$ cat src/rtl/mem_port_arbiter.sv
// mem_port_arbiter: shares one single-ported memory bus between instruction
// fetch and the memory-access stage. Data requests normally win; a fetch is
// forced through after STARVE_MAX consecutive data grants while it waits.
// No grant is made in a cycle where a valid pulse is being returned, because
// the requester that completed still shows its request in that cycle.
// Optional feature: define ARB_PERF_CNT_EN to add the wait-cycle counters
// perf_if_wait and perf_ma_wait.
module mem_port_arbiter #(
    parameter int STARVE_MAX = 4,
    parameter int ADDR_W     = 32
) (
    input  logic              clk,
    input  logic              rst_n,
    input  logic              if_req,
    input  logic [ADDR_W-1:0] if_addr,
    input  logic              if_kill,
    output logic [31:0]       if_rdata,
    output logic              if_valid,
    output logic              if_stall,
    input  logic              ma_req,
    input  logic              ma_we,
    input  logic [ADDR_W-1:0] ma_addr,
    input  logic [31:0]       ma_wdata,
    input  logic [3:0]        ma_be,
    output logic [31:0]       ma_rdata,
    output logic              ma_valid,
    output logic              ma_stall,
`ifdef ARB_PERF_CNT_EN
    output logic [31:0]       perf_if_wait,
    output logic [31:0]       perf_ma_wait,
`endif
    output logic              bus_req,
    output logic              bus_we,
    output logic [ADDR_W-1:0] bus_addr,
    output logic [31:0]       bus_wdata,
    output logic [3:0]        bus_be,
    input  logic [31:0]       bus_rdata,
    input  logic              bus_ack
);

    localparam logic [3:0] STARVE_LIM = 4'(STARVE_MAX);

    typedef enum logic [1:0] {
        IDLE         = 2'd0,
        FETCH        = 2'd1,
        DATA         = 2'd2,
        FETCH_KILLED = 2'd3
    } state_t;

    state_t     state;
    state_t     state_next;
    logic       grant_fetch;
    logic       grant_data;
    logic       deliver_if;
    logic       deliver_ma;
    logic [3:0] starve_cnt;

    assign if_stall = if_req & ~if_valid & ~if_kill;
    assign ma_stall = ma_req & ~ma_valid;

    // State register; reset drops any transaction in flight.
    always_ff @(posedge clk or negedge rst_n) begin
        if (!rst_n) begin
            state <= IDLE;
        end else begin
            state <= state_next;
        end
    end

    // Arbitration, transaction sequencing and delivery decisions.
    always_comb begin
        state_next  = state;
        grant_fetch = 1'b0;
        grant_data  = 1'b0;
        deliver_if  = 1'b0;
        deliver_ma  = 1'b0;
        case (state)
            IDLE: begin
                if (!if_valid && !ma_valid) begin
                    if (if_req && !if_kill && (!ma_req || starve_cnt == STARVE_LIM)) begin
                        grant_fetch = 1'b1;
                        state_next  = FETCH;
                    end else if (ma_req) begin
                        grant_data = 1'b1;
                        state_next = DATA;
                    end
                end
            end
            FETCH: begin
                if (bus_ack) begin
                    deliver_if = ~if_kill;
                    state_next = IDLE;
                end else if (if_kill) begin
                    state_next = FETCH_KILLED;
                end
            end
            FETCH_KILLED: begin
                if (bus_ack) begin
                    state_next = IDLE;
                end
            end
            DATA: begin
                if (bus_ack) begin
                    deliver_ma = 1'b1;
                    state_next = IDLE;
                end
            end
            default: state_next = IDLE;
        endcase
    end

    // Count data grants that overtake a waiting fetch, saturating at the limit.
    always_ff @(posedge clk or negedge rst_n) begin
        if (!rst_n) begin
            starve_cnt <= 4'd0;
        end else if (!if_req || grant_fetch) begin
            starve_cnt <= 4'd0;
        end else if (grant_data && starve_cnt != STARVE_LIM) begin
            starve_cnt <= starve_cnt + 4'd1;
        end
    end

    // Bus registers: loaded on grant, held stable for the whole transaction.
    always_ff @(posedge clk or negedge rst_n) begin
        if (!rst_n) begin
            bus_req   <= 1'b0;
            bus_we    <= 1'b0;
            bus_addr  <= '0;
            bus_wdata <= 32'd0;
            bus_be    <= 4'd0;
        end else begin
            bus_req <= (state_next != IDLE);
            if (grant_fetch) begin
                bus_we    <= 1'b0;
                bus_addr  <= if_addr;
                bus_wdata <= 32'd0;
                bus_be    <= 4'hF;
            end else if (grant_data) begin
                bus_we    <= ma_we;
                bus_addr  <= ma_addr;
                bus_wdata <= ma_wdata;
                bus_be    <= ma_be;
            end
        end
    end

    // Return path: capture read data and pulse the completion valids.
    always_ff @(posedge clk or negedge rst_n) begin
        if (!rst_n) begin
            if_rdata <= 32'd0;
            if_valid <= 1'b0;
            ma_rdata <= 32'd0;
            ma_valid <= 1'b0;
        end else begin
            if_valid <= deliver_if;
            ma_valid <= deliver_ma;
            if (deliver_if) begin
                if_rdata <= bus_rdata;
            end
            if (deliver_ma && !bus_we) begin
                ma_rdata <= bus_rdata;
            end
        end
    end

`ifdef ARB_PERF_CNT_EN
    // Wait-cycle counters for each requester; wrap naturally at 2^32.
    always_ff @(posedge clk or negedge rst_n) begin
        if (!rst_n) begin
            perf_if_wait <= 32'd0;
            perf_ma_wait <= 32'd0;
        end else begin
            if (if_stall) begin
                perf_if_wait <= perf_if_wait + 32'd1;
            end
            if (ma_stall) begin
                perf_ma_wait <= perf_ma_wait + 32'd1;
            end
        end
    end
`endif

endmodule

$ cat config.mk
export PLATFORM = sky130hd
export DESIGN_NAME = mem_port_arbiter
export DESIGN_NICKNAME = d
export VERILOG_FILES = /design/src/rtl/mem_port_arbiter.sv
export SDC_FILE = /design/constraint.sdc
export NUM_CORES = 1
export LEC_CHECK = 0
export BUFFER_PORTS_ARGS = -buffer_cell sky130_fd_sc_hd__buf_2
export CAP_MARGIN = 25
export CELL_PAD_IN_SITES_DETAIL_PLACEMENT = 1
export CELL_PAD_IN_SITES_GLOBAL_PLACEMENT = 1
export CORE_MARGIN = 5
export CORE_UTILIZATION = 36
export CTS_BUF_LIST = sky130_fd_sc_hd__clkbuf_4
export DETAILED_ROUTE_END_ITERATION = 16
export PLACE_DENSITY = 0.89
export SYNTH_ARGS = -nofsm -noshare
export SYNTH_HDL_FRONTEND = slang
export SYNTH_SLANG_ARGS = --single-unit
$ cat constraint.sdc
create_clock -name clk -period 2.1 [get_ports clk]
set_input_delay 0.315 -clock clk [delete_from_list [all_inputs] [get_ports clk]]
set_output_delay 0.315 -clock clk [all_outputs]
set_load 0.01 [all_outputs]
==> Yosys cells after proc, flatten, opt, wreduce, memory -nomap -nowiden <==
Cells that the tools add are included.
{ "totals": {"register_bits": 142, "in_bits": 139, "out_inout_bits": 138, "elab_cells": 69} }
{ "op_classes": {"addsub": 1, "eq_ne": 5, "mux": 28, "bitwise": 6, "n_reduce_logical": 18} }
{ "ops": {"columns": ["op", "n"], "rows": [
  ["$mux 32", 4],
  ["$mux 4", 4],
  ["$mux 1", 13],
  ["$mux 2", 6],
  ["$logic_not 1->1", 6],
  ["$pmux 2 s3", 1],
  ["$reduce_bool 2->1", 3],
  ["$logic_and 1x1->1", 5],
  ["$add 4x1->4 const B", 1],
  ["$eq 2x2->1 const B", 2],
  ["$eq 4x3->1 const B", 1],
  ["$ne 4x3->1 const B", 1],
  ["$and 1x1->1", 3],
  ["$not 1->1", 3],
  ["$eq 2x1->1 const B", 1],
  ["$logic_not 2->1", 1],
  ["$logic_or 1x1->1", 2],
  ["$reduce_or 2->1", 1]
]} }

==> Depth between registers and ports, before layout <==
Gate-level depths: netlist (run 1).
{ "logic_depth": {"word_depth": 9, "ltp_mapped": 9, "depth_no_buf": 6} }

==> Worst setup path after synthesis (run 1) <==
No wires, ideal clock.
{ "synth_timing": {"path_kind": "reg-to-reg", "startpoint": "reg starve_cnt[0]", "endpoint": "reg bus_req", "setup_time_ps": 130, "arrival_time_ps": 1684, "required_time_ps": 1970, "path_slack_ps": 286, "stages_incl_launch_ff": 9, "n_path_buf": 2, "period_less_slack_ps": 1814, "cell_sequence": "dfrtp_1 inv_1 ha_1 nand3b_1 o211a_1 buf_2 nor2_1 buf_2 o21ai_0"} }
{ "synth_via": {"elab_chain_cells": 7} }
{ "synth_lines": {"columns": ["element", "line", "source"], "rows": [
  ["from (decl)", "56", "logic [3:0] starve_cnt;"],
  ["from (signal assigned)", "119", "starve_cnt <= starve_cnt + 4'd1;"],
  ["$eq 4x3->1", "80", "if (if_req && !if_kill && (!ma_req || starve_cnt == STARVE_LIM)) begin"],
  ["$logic_or 1x1->1", "80", null],
  ["$logic_and 1x1->1", "80", null],
  ["$mux 2", "80", null],
  ["$mux 2", "79", "if (!if_valid && !ma_valid) begin"],
  ["$pmux 2 s3", "77", "case (state)"],
  ["$reduce_bool 2->1", "132", "bus_req <= (state_next != IDLE);"],
  ["to (signal assigned)", "132", null],
  ["to (decl)", "32", "output logic bus_req,"]
]} }
No other way between the ends.
A chain may end at the register's enable or synchronous reset.

==> Worst setup path after layout (run 1) <==
{ "layout_timing": {"startpoint": "reg starve_cnt[0]", "endpoint": "reg bus_wdata[4]"} }
{ "layout_via": {"elab_chain_cells": 7, "word_cells_on_any_way": 11, "cone_classes": "eq/ne (1); mux (7); reduce/logical (3)"} }
{ "layout_lines": {"columns": ["element", "line", "source"], "rows": [
  ["$eq 4x3->1 *", "80", null],
  ["$logic_or 1x1->1 *", "80", null],
  ["$logic_and 1x1->1 *", "80", null],
  ["$mux 1", "80", null],
  ["$mux 1", "79", null],
  ["$mux 1", "77", null],
  ["$mux 32 or $reduce_bool 2->1 (tied branches)", null, null],
  ["to (signal assigned)", "141", "bus_wdata <= ma_wdata;"],
  ["to (decl)", "35", "output logic [31:0] bus_wdata,"]
]} }
Mark *: on every way between the ends. The rest lies on a longest branch, timed or not.

==> results of run 1 <==
kinds of logic after synthesis:
kind of cell | count (synthesis)
flops | 142
compound gates | 105
fa+ha+maj | 2
mux | 66
buf+inv | 33
xor+xnor | 2
simple gates | 100
synthesized netlist by cell type, types with 2 or more instances:
master,count
sky130_fd_sc_hd__nand2_1,76
sky130_fd_sc_hd__nor2b_1,2
sky130_fd_sc_hd__buf_4,3
sky130_fd_sc_hd__mux2_2,63
sky130_fd_sc_hd__nand3_1,7
sky130_fd_sc_hd__buf_2,21
sky130_fd_sc_hd__and3_1,2
sky130_fd_sc_hd__ha_1,2
sky130_fd_sc_hd__clkbuf_1,4
sky130_fd_sc_hd__a22o_1,32
sky130_fd_sc_hd__inv_1,3
sky130_fd_sc_hd__a21o_1,32
sky130_fd_sc_hd__mux2i_1,2
sky130_fd_sc_hd__o21ai_0,3
sky130_fd_sc_hd__dfrtp_1,142
sky130_fd_sc_hd__nor2_1,7
sky130_fd_sc_hd__a21oi_1,34
routing by layer:
| layer | routed length [um] | global-route usage [%] | vias to the layer above |
|---|---|---|---|
| li1 | - | - | 2293 |
| met1 | 7590 | 23.7 | 2568 |
| met2 | 11700 | 43.3 | 251 |
| met3 | 1880 | 8.47 | 69 |
| met4 | 1000 | 12.4 | 2 |
| met5 | 7 | 0 | - |
what timing repair did:
item	CTS	global route
endpoints found under the setup margin	0	27
buffers inserted	0	4
hold buffers	70	1
gates resized for setup	0	4
endpoints found under the hold margin	243	1
registers in the layout, summed over array words and instances, names as in the netlist:
| signal | cells |
|---|---|
| starve_cnt | 4 |
| bus_addr | 32 |
| ma_valid | 1 |
| state | 2 |
| bus_req | 1 |
| bus_be | 4 |
| bus_wdata | 32 |
| if_rdata | 32 |
| bus_we | 1 |
| if_valid | 1 |
| ma_rdata | 32 |
critical path, delay by kind of cell, from the launching register on:
family,cells,cell delay [ns]
buf+inv,4,0.68
fa+ha+maj,1,0.18
simple gates,2,0.29
compound gates,2,0.41
flops,1,0.41
cell type report:
| type | instances | share of cell area (%) |
|---|---|---|
| flip-flops and latches | 142 | 41.9 |
| repair buffers | 370 | 27.9 |
| multi-input cells | 275 | 23.3 |
| well taps | 211 | 3.12 |
| clock inverters | 15 | 1.89 |
| clock buffers | 17 | 1.51 |
| diodes | 5 | 0.148 |
| inverters | 3 | 0.133 |
through the flow:
step / total power (uW) / utilization [%] / area [um^2] / hold slack (ns) / instances
after floorplan: 6870 / - / 5670 / 0.0194 / 450
after global placement: 8790 / 48.4 / 7410 / 0.217 / 925
after detailed placement: 9070 / 48.4 / 7410 / 0.215 / 925
after CTS: 11000 / 54.8 / 8390 / 0.00221 / 1027
after global routing: 11800 / 55.3 / 8470 / 0.0000455 / 1038
final: 11100 / 55.3 / 8470 / 0.0653 / 1038
path summary, 6_finish.rpt:
path	slack, ns	start	to	cells past startpoint
max	0.05	starve_cnt[0]$_DFFE_PN0P_	bus_wdata[4]$_DFFE_PN0P_	9
max reg2reg	0.05	starve_cnt[0]$_DFFE_PN0P_	bus_wdata[4]$_DFFE_PN0P_	9
min in group asynchronous	0.20	rst_n	ma_rdata[31]$_DFFE_PN0P_	2
min	0.07	if_addr[5]	bus_addr[5]$_DFFE_PN0P_	3
max in group asynchronous	1.28	rst_n	bus_addr[17]$_DFFE_PN0P_	3
min reg2reg	0.48	bus_addr[0]$_DFFE_PN0P_	bus_addr[0]$_DFFE_PN0P_	1
power groups by stage:
stage | Sequential [uW] | Clock, uW | Combinational [uW]
2_1_floorplan | 5230 | 0 | 1640
3_3_place_gp | 4610 | 0 | 4190
3_5_place_dp | 4710 | 0 | 4360
4_1_cts | 4660 | 1880 | 4490
5_1_grt | 4850 | 2030 | 4950
6_report | 4700 | 1840 | 4600
==> key figures, run 1 <==
Synthesis
  • Synth area leaders: sky130_fd_sc_hd__dfrtp_1 (63%), sky130_fd_sc_hd__mux2_2 (13%), sky130_fd_sc_hd__nand2_1 (5.0%)
  • Synth Area in Adders: less than 1%
  • Post-Syn Area: between 0.005 and 0.006 mm^2
  • Largest family of logic cells by synthesized area: compound AO/OA/AOI/OAI gates
  • Most area-hungry cell type in the Yosys netlist: sky130_fd_sc_hd__dfrtp_1
  • Xor and xnor fraction of the mapped netlist area: less than 1%
  • Part of the Yosys area used for sequential elements: 62.7%
  • Proportion of netlist area held by the largest area contributor: about 63%
  • Average cell area after synthesis: about 13 um^2
  • Portion of netlist area occupied by mux cells: 13.1%
  • Fraction of registers with async set or reset after synthesis: 100%
  • Dominant register cell in the synthesized netlist: sky130_fd_sc_hd__dfrtp_1
  • Synth Area in Compound Gates: between 10% and 20%
  • Yosys warning total: 0
  • Post-Syn Instances: between 400 and 500
  • Cell variety after synth: 32
  • Synth Register Bits: between 100 and 150
  • Number of synthesized flops with an enable pin: 0
  • Synthesized-area fraction occupied by and/or/nand/nor cells: approximately 7.4%
  • Net count of the mapped netlist: just under 600

Worst setup path
  • Data required time at the worst endpoint: between 2 and 3 ns
  • Critical Path Fanout Max: 19
  • Worst path max stage delay: about 0.41 ns
  • Worst Path Arrival: around 2.5 ns
  • Ordered cell list for the critical path: inv_1 > ha_1 > nand3b_1 > buf_4 > o211ai_1 > buf_4 > clkbuf_16 > nand2_1 > a21oi_1
  • Type of destination of the critical path: flip-flop
  • Setup Crit Path Kind: reg2reg
  • Cell with the most instances on the worst path: sky130_fd_sc_hd__buf_4
  • Critical Path Start Type: flip-flop
  • Cell at the slowest stage of the critical path: sky130_fd_sc_hd__dfrtp_1

Global routing
  • GRT Util Overall: 23.8%
  • Number of antenna violations at the first check in global routing: 6
  • GR Overflow Total: 0
  • Wire length of the first global-routing pass: 33,300 um
  • Vias in the first global route: between 5,000 and 6,000
  • Largest net degree at the start of global routing: 54

Routing
  • Final ANT Viol Nets: 0
  • Number of remaining DRC errors: 0
  • Post-detailed-route wirelength per cell: 21.3 um
  • Drt via density: about 5
  • Initial DRC count: between 100 and 150
  • Total detailed-routing wirelength: 22,100 um
  • Detailed Routing Iterations Pass 1: 4
  • Via count: a little over 5,000

STA
  • Post-route clock period utilization: 97.7%
  • Final hold viol count: 0
  • Pin slew with the least headroom to its limit: approximately 0.34 ns
  • Setup TNS: 0 ns
  • RSZ-0062 raised after global routing: no
  • Smallest setup slack after layout: 0.0487 ns
  • Final Max Tran Viols: 0
  • Setup-failing EPs final: 0
  • Min Tclk post-route: a little over 2 ns
  • Max Clock Skew: between 0.02 and 0.025 ns
  • Headroom to the max-slew limit: between 70 and 80%
  • Fmax: between 400 and 500 MHz

Cells and area
  • Fraction of final layout cells sized beyond drive strength 1: roughly 49%
  • Net count reported at finish: 950
  • Most frequent cells in the layout: sky130_fd_sc_hd__buf_2 (275), sky130_fd_sc_hd__dfrtp_1 (142), sky130_fd_sc_hd__nand2_1 (76)
  • Multi-input gate area in the final layout: 0.00198 mm^2
  • Most common cell after layout, fill and taps aside: sky130_fd_sc_hd__buf_2
  • Filler instances: around 1,700
  • Register area: 0.00355 mm^2
  • Area added between synthesis and finish: 49.5%

Place
  • Number of I/O port buffers: approximately 280
  • Final GP Congestion: slightly below 0.8
  • Setup WS pre-CTS: between 0.1 and 0.15 ns
  • Half-perimeter wire length after placement: approximately 14,000 um

Floorplanning
  • Die boundary width: around 140 um
  • Num ports: 277
  • Floorplan row count: 45
  • DIE AREA: ~0.018 mm^2
  • Die height: 135 um
  • Initial Util: a little under two fifths
  • CORE AREA: roughly 0.015 mm^2

Pwr
  • Combinational share of power: between 40% and 50%
  • Static leakage: 0.00443 uW
  • Sw Ratio: 38.5%
  • Sequential share of power: 42.2%
  • Power per unit of standard cell area: approximately 1300 mW/mm^2
  • Clock Power Share: about 17%
  • Internal power: about 7000 uW
  • Peak VDD IR: between 0.0008 and 0.0009 V
  • Sw Pwr: 4290 uW

CTS
  • Number of buffers added by the clock tree synthesis step: 17
  • Number of clock sinks seen by CTS: around 140
  • Insertion delay of the later-clocked pin in the worst-skew pair: 0.55 ns
  • Clock slew at the register clock pins of the worst setup and hold paths: approximately 0.15 ns
  • CTS Buffer Depth: 2
  • Cell at the root of the clock tree: sky130_fd_sc_hd__clkbuf_4
  • CTS tree: yes
  • H-tree depth: 4

Job
  • Maxcap violations: 0

Run status
  • Run status: finished clean

Hold path
  • Worst hold-check path type: in2reg
No activity file was read; power rests on OpenSTA's default activity.
==> run 2: changes to the inputs <==
--- a/config.mk
+++ b/config.mk
@@ -10,10 +10,10 @@
 export CELL_PAD_IN_SITES_DETAIL_PLACEMENT = 1
 export CELL_PAD_IN_SITES_GLOBAL_PLACEMENT = 1
 export CORE_MARGIN = 5
-export CORE_UTILIZATION = 36
+export CORE_UTILIZATION = 32
 export CTS_BUF_LIST = sky130_fd_sc_hd__clkbuf_4
 export DETAILED_ROUTE_END_ITERATION = 16
-export PLACE_DENSITY = 0.89
+export PLACE_DENSITY = 0.84
 export SYNTH_ARGS = -nofsm -noshare
 export SYNTH_HDL_FRONTEND = slang
 export SYNTH_SLANG_ARGS = --single-unit
==> constraint.sdc (replaced) <==
create_clock -name clk -period 1.69 [get_ports clk]
set_input_delay 0.2535 -clock clk [delete_from_list [all_inputs] [get_ports clk]]
set_output_delay 0.2535 -clock clk [all_outputs]
set_load 0.01 [all_outputs]
==> run 2 against run 1 <==
  * The flow now finishes with violations (setup timing)
  * Sequential power grew 27%
  * Sequential share of layout area shrank 5.0 points
  * Register-to-register slack lost 0.27 ns
  * Clock skew grew 0.0031 ns
  * Flip-flop and latch count is the same
  * Via count grew 11%
  * Combinational power grew 43%
  * Die area grew 12%
  * Critical path depth is the same
==> key figures, run 2 (synthesis results as in run 1) <==
Floorplanning
  • Floorplan row count: 48 (+6.7%)
  • CORE AREA: 0.0174 mm^2 (+13%)
  • DIE AREA: 0.0205 mm^2 (+12%)
  • Die height: 143 um (+5.6%)
  • Num ports: 277 (unchanged)
  • Die boundary width: 143 um (+5.6%)
  • Initial Util: 32.6% (-4.4 points)

STA
  • Smallest setup slack after layout: -0.217 ns (-0.266 ns)
  • Max Clock Skew: 0.0277 ns (+0.00310 ns)
  • Pin slew with the least headroom to its limit: 0.459 ns (+0.114 ns)
  • Final hold viol count: 0 (unchanged)
  • Setup-failing EPs final: 85 (+85)
  • Fmax: 524 MHz (+7.6%)
  • Post-route clock period utilization: 113% (+15 points)
  • Min Tclk post-route: 1.91 ns (-0.144 ns)
  • Post-Route Hold Slack: 0.0360 ns (-0.0293 ns)
  • RSZ-0062 raised after global routing: yes
  • Final Max Tran Viols: 0 (unchanged)
  • Headroom to the max-slew limit: 69.4% (-7.6 points)

Pwr
  • PnR Total Power: 15,200 uW (+36%)
  • Combinational share of power: 43.5% (+2.2 points)
  • Sequential share of power: 39.2% (-3.0 points)
  • Static leakage: 0.00492 uW (+11%)
  • Clock Power Share: 17.3% (+0.8 points)
  • Power per unit of standard cell area: 1580 mW/mm^2 (+20%)
  • Internal power: 9320 uW (+36%)
  • Sw Pwr: 5840 uW (+36%)
  • Peak VDD IR: 0.000926 V (+8.3%)
  • Sw Ratio: 38.5% (+0.051 points)

Run status
  • Failing checks: setup timing
  • Run status: finished, violations left

Cells and area
  • Area added between synthesis and finish: 69.7%
  • Net count reported at finish: 1,035 (+8.9%)
  • Fraction of final layout cells sized beyond drive strength 1: 48.5% (-0.33 points)
  • Most common cell after layout, fill and taps aside: sky130_fd_sc_hd__buf_2
  • Number of standard cells in the layout, taps in and fillers out: 1,132 (+9.1%)
  • Most frequent cells in the layout: sky130_fd_sc_hd__buf_2 (275), sky130_fd_sc_hd__dfrtp_1 (141), sky130_fd_sc_hd__dlygate4sd3_1 (134)

Routing
  • Total detailed-routing wirelength: 26,400 um (+19%)
  • Detailed Routing Iterations Pass 1: 4 (unchanged)
  • Post-detailed-route wirelength per cell: 23.3 um (+9.5%)
  • Drt via density: 5.08 (+1.8%)
  • Via count: 5,756 (+11%)
  • Final ANT Viol Nets: 0 (unchanged)
  • Initial DRC count: 218 (+68%)
  • Number of remaining DRC errors: 0 (unchanged)

Worst setup path
  • Type of destination of the critical path: flip-flop
  • Worst Path Arrival: 2.36 ns (-0.15 ns)
  • Critical Path Start Type: flip-flop
  • Data required time at the worst endpoint: 2.15 ns (-0.41 ns)
  • Critical Path Fanout Max: 9 (-10)
  • Setup Crit Path Kind: reg2reg

Place
  • Dpl cells: 950 (+2.7%)
  • Final GP Congestion: 0.754 (-2.9%)
  • Number of I/O port buffers: 276 (unchanged)
  • Half-perimeter wire length after placement: 14,300 um (+1.4%)

Global routing
  • Number of antenna violations at the first check in global routing: 1 (-5)
  • GR Overflow Total: 0 (unchanged)
  • GRT Util Overall: 23.9% (+0.049 points)
  • Wire length of the first global-routing pass: 37,500 um (+13%)
  • Largest net degree at the start of global routing: 42 (-22%)
  • Vias in the first global route: 6,670 (+12%)

CTS
  • Number of clock sinks seen by CTS: 142 (unchanged)
  • H-tree depth: 4 (unchanged)
  • Clock slew at the register clock pins of the worst setup and hold paths: 0.16 ns (about the same)
  • Number of buffers added by the clock tree synthesis step: 17 (unchanged)
  • Insertion delay of the later-clocked pin in the worst-skew pair: 0.56 ns (about the same)
  • Cell at the root of the clock tree: sky130_fd_sc_hd__clkbuf_4
  • CTS tree: yes
  • CTS Buffer Depth: 2 (unchanged)

Hold path
  • Worst hold-check path type: in2reg

Job
  • Maxcap violations: 0 (unchanged)
## run 2: cell types whose count changed in the layout (fill, tap and decap cells not counted), sizes merged
cell         delta
bufinv          +2
clkinvlp        -1
dlygate4sd3    +63
clkinv          -3
clkbuf          +5
inv             +1
buf            +17
diode           -4
## run 2: critical path, stage by stage, from the launching register on
cell	delay, ns
sky130_fd_sc_hd__dfrtp_1	0.42
sky130_fd_sc_hd__inv_2	0.08
sky130_fd_sc_hd__ha_4	0.12
sky130_fd_sc_hd__nand3b_1	0.12
sky130_fd_sc_hd__buf_6	0.16
sky130_fd_sc_hd__o211ai_1	0.19
sky130_fd_sc_hd__buf_6	0.21
sky130_fd_sc_hd__buf_16	0.15
sky130_fd_sc_hd__nand2_1	0.08
sky130_fd_sc_hd__a21oi_1	0.29
## run 2: final cells by class
class / count / area, um^2
Antenna cell: 1 / 2.50
Timing Repair Buffer: 455 / 3370
Tap cell: 225 / 282
Fill cell: 1837 / 7740
Inverter: 3 / 11.3
Sequential cell: 142 / 3550
Clock inverter: 14 / 208
Multi-Input combinational cell: 275 / 2060
Clock buffer: 17 / 128
## run 2: power by group through the flow
stage	Sequential [uW]	Combinational [uW]	Clock [uW]
after floorplan	6500	2130	0
after global placement	5710	5340	0
after detailed placement	5830	5570	0
after CTS	5780	5950	2700
after global routing	6100	7040	2850
final	5950	6590	2620
## run 2: routing by layer
layer / global-route usage (%) / routed length, um / vias to the layer above
li1: - / - / 2465
met1: 25.3 / 9810 / 2895
met2: 43.7 / 13600 / 340
met3: 7.80 / 2270 / 56
met4: 9.20 / 716 / 0
met5: 0 / 0 / -
## run 2: final timing paths
check / end / from / depth (start not counted) / slack [ns]
setup / recovery: bus_wdata[19]$_DFFE_PN0P_ / starve_cnt[0]$_DFFE_PN0P_ / 9 / -0.22
hold / removal: bus_addr[24]$_DFFE_PN0P_ / ma_addr[24] / 3 / 0.04
setup reg to reg: bus_wdata[19]$_DFFE_PN0P_ / starve_cnt[0]$_DFFE_PN0P_ / 9 / -0.22
hold reg to reg: bus_addr[4]$_DFFE_PN0P_ / bus_addr[4]$_DFFE_PN0P_ / 1 / 0.50
max in group asynchronous: if_rdata[30]$_DFFE_PN0P_ / rst_n / 3 / 0.89
min in group asynchronous: bus_addr[30]$_DFFE_PN0P_ / rst_n / 2 / 0.20
## run 2: repair_timing
item,CTS,global route
endpoints found under the setup margin,86,109
pin swaps,4,5
hold buffers,134,0
cloned,1,9
hold endpoints to repair,279,0
setup buffers,3,4
resized for setup,10,21
## run 2: per-stage QoR
step | TNS [ns] | util, % | instance area (um^2) | worst slack, ns
floorplan | -5.38 | - | 5750 | -0.0893
CTS | -4.34 | 53.7 | 9320 | -0.102
finish | -9.32 | 55.4 | 9620 | -0.217
global route | -15.01 | 55.4 | 9620 | -0.245
global placement | -3.65 | 43.6 | 7560 | -0.0951
detailed placement | -7.59 | 43.6 | 7560 | -0.177
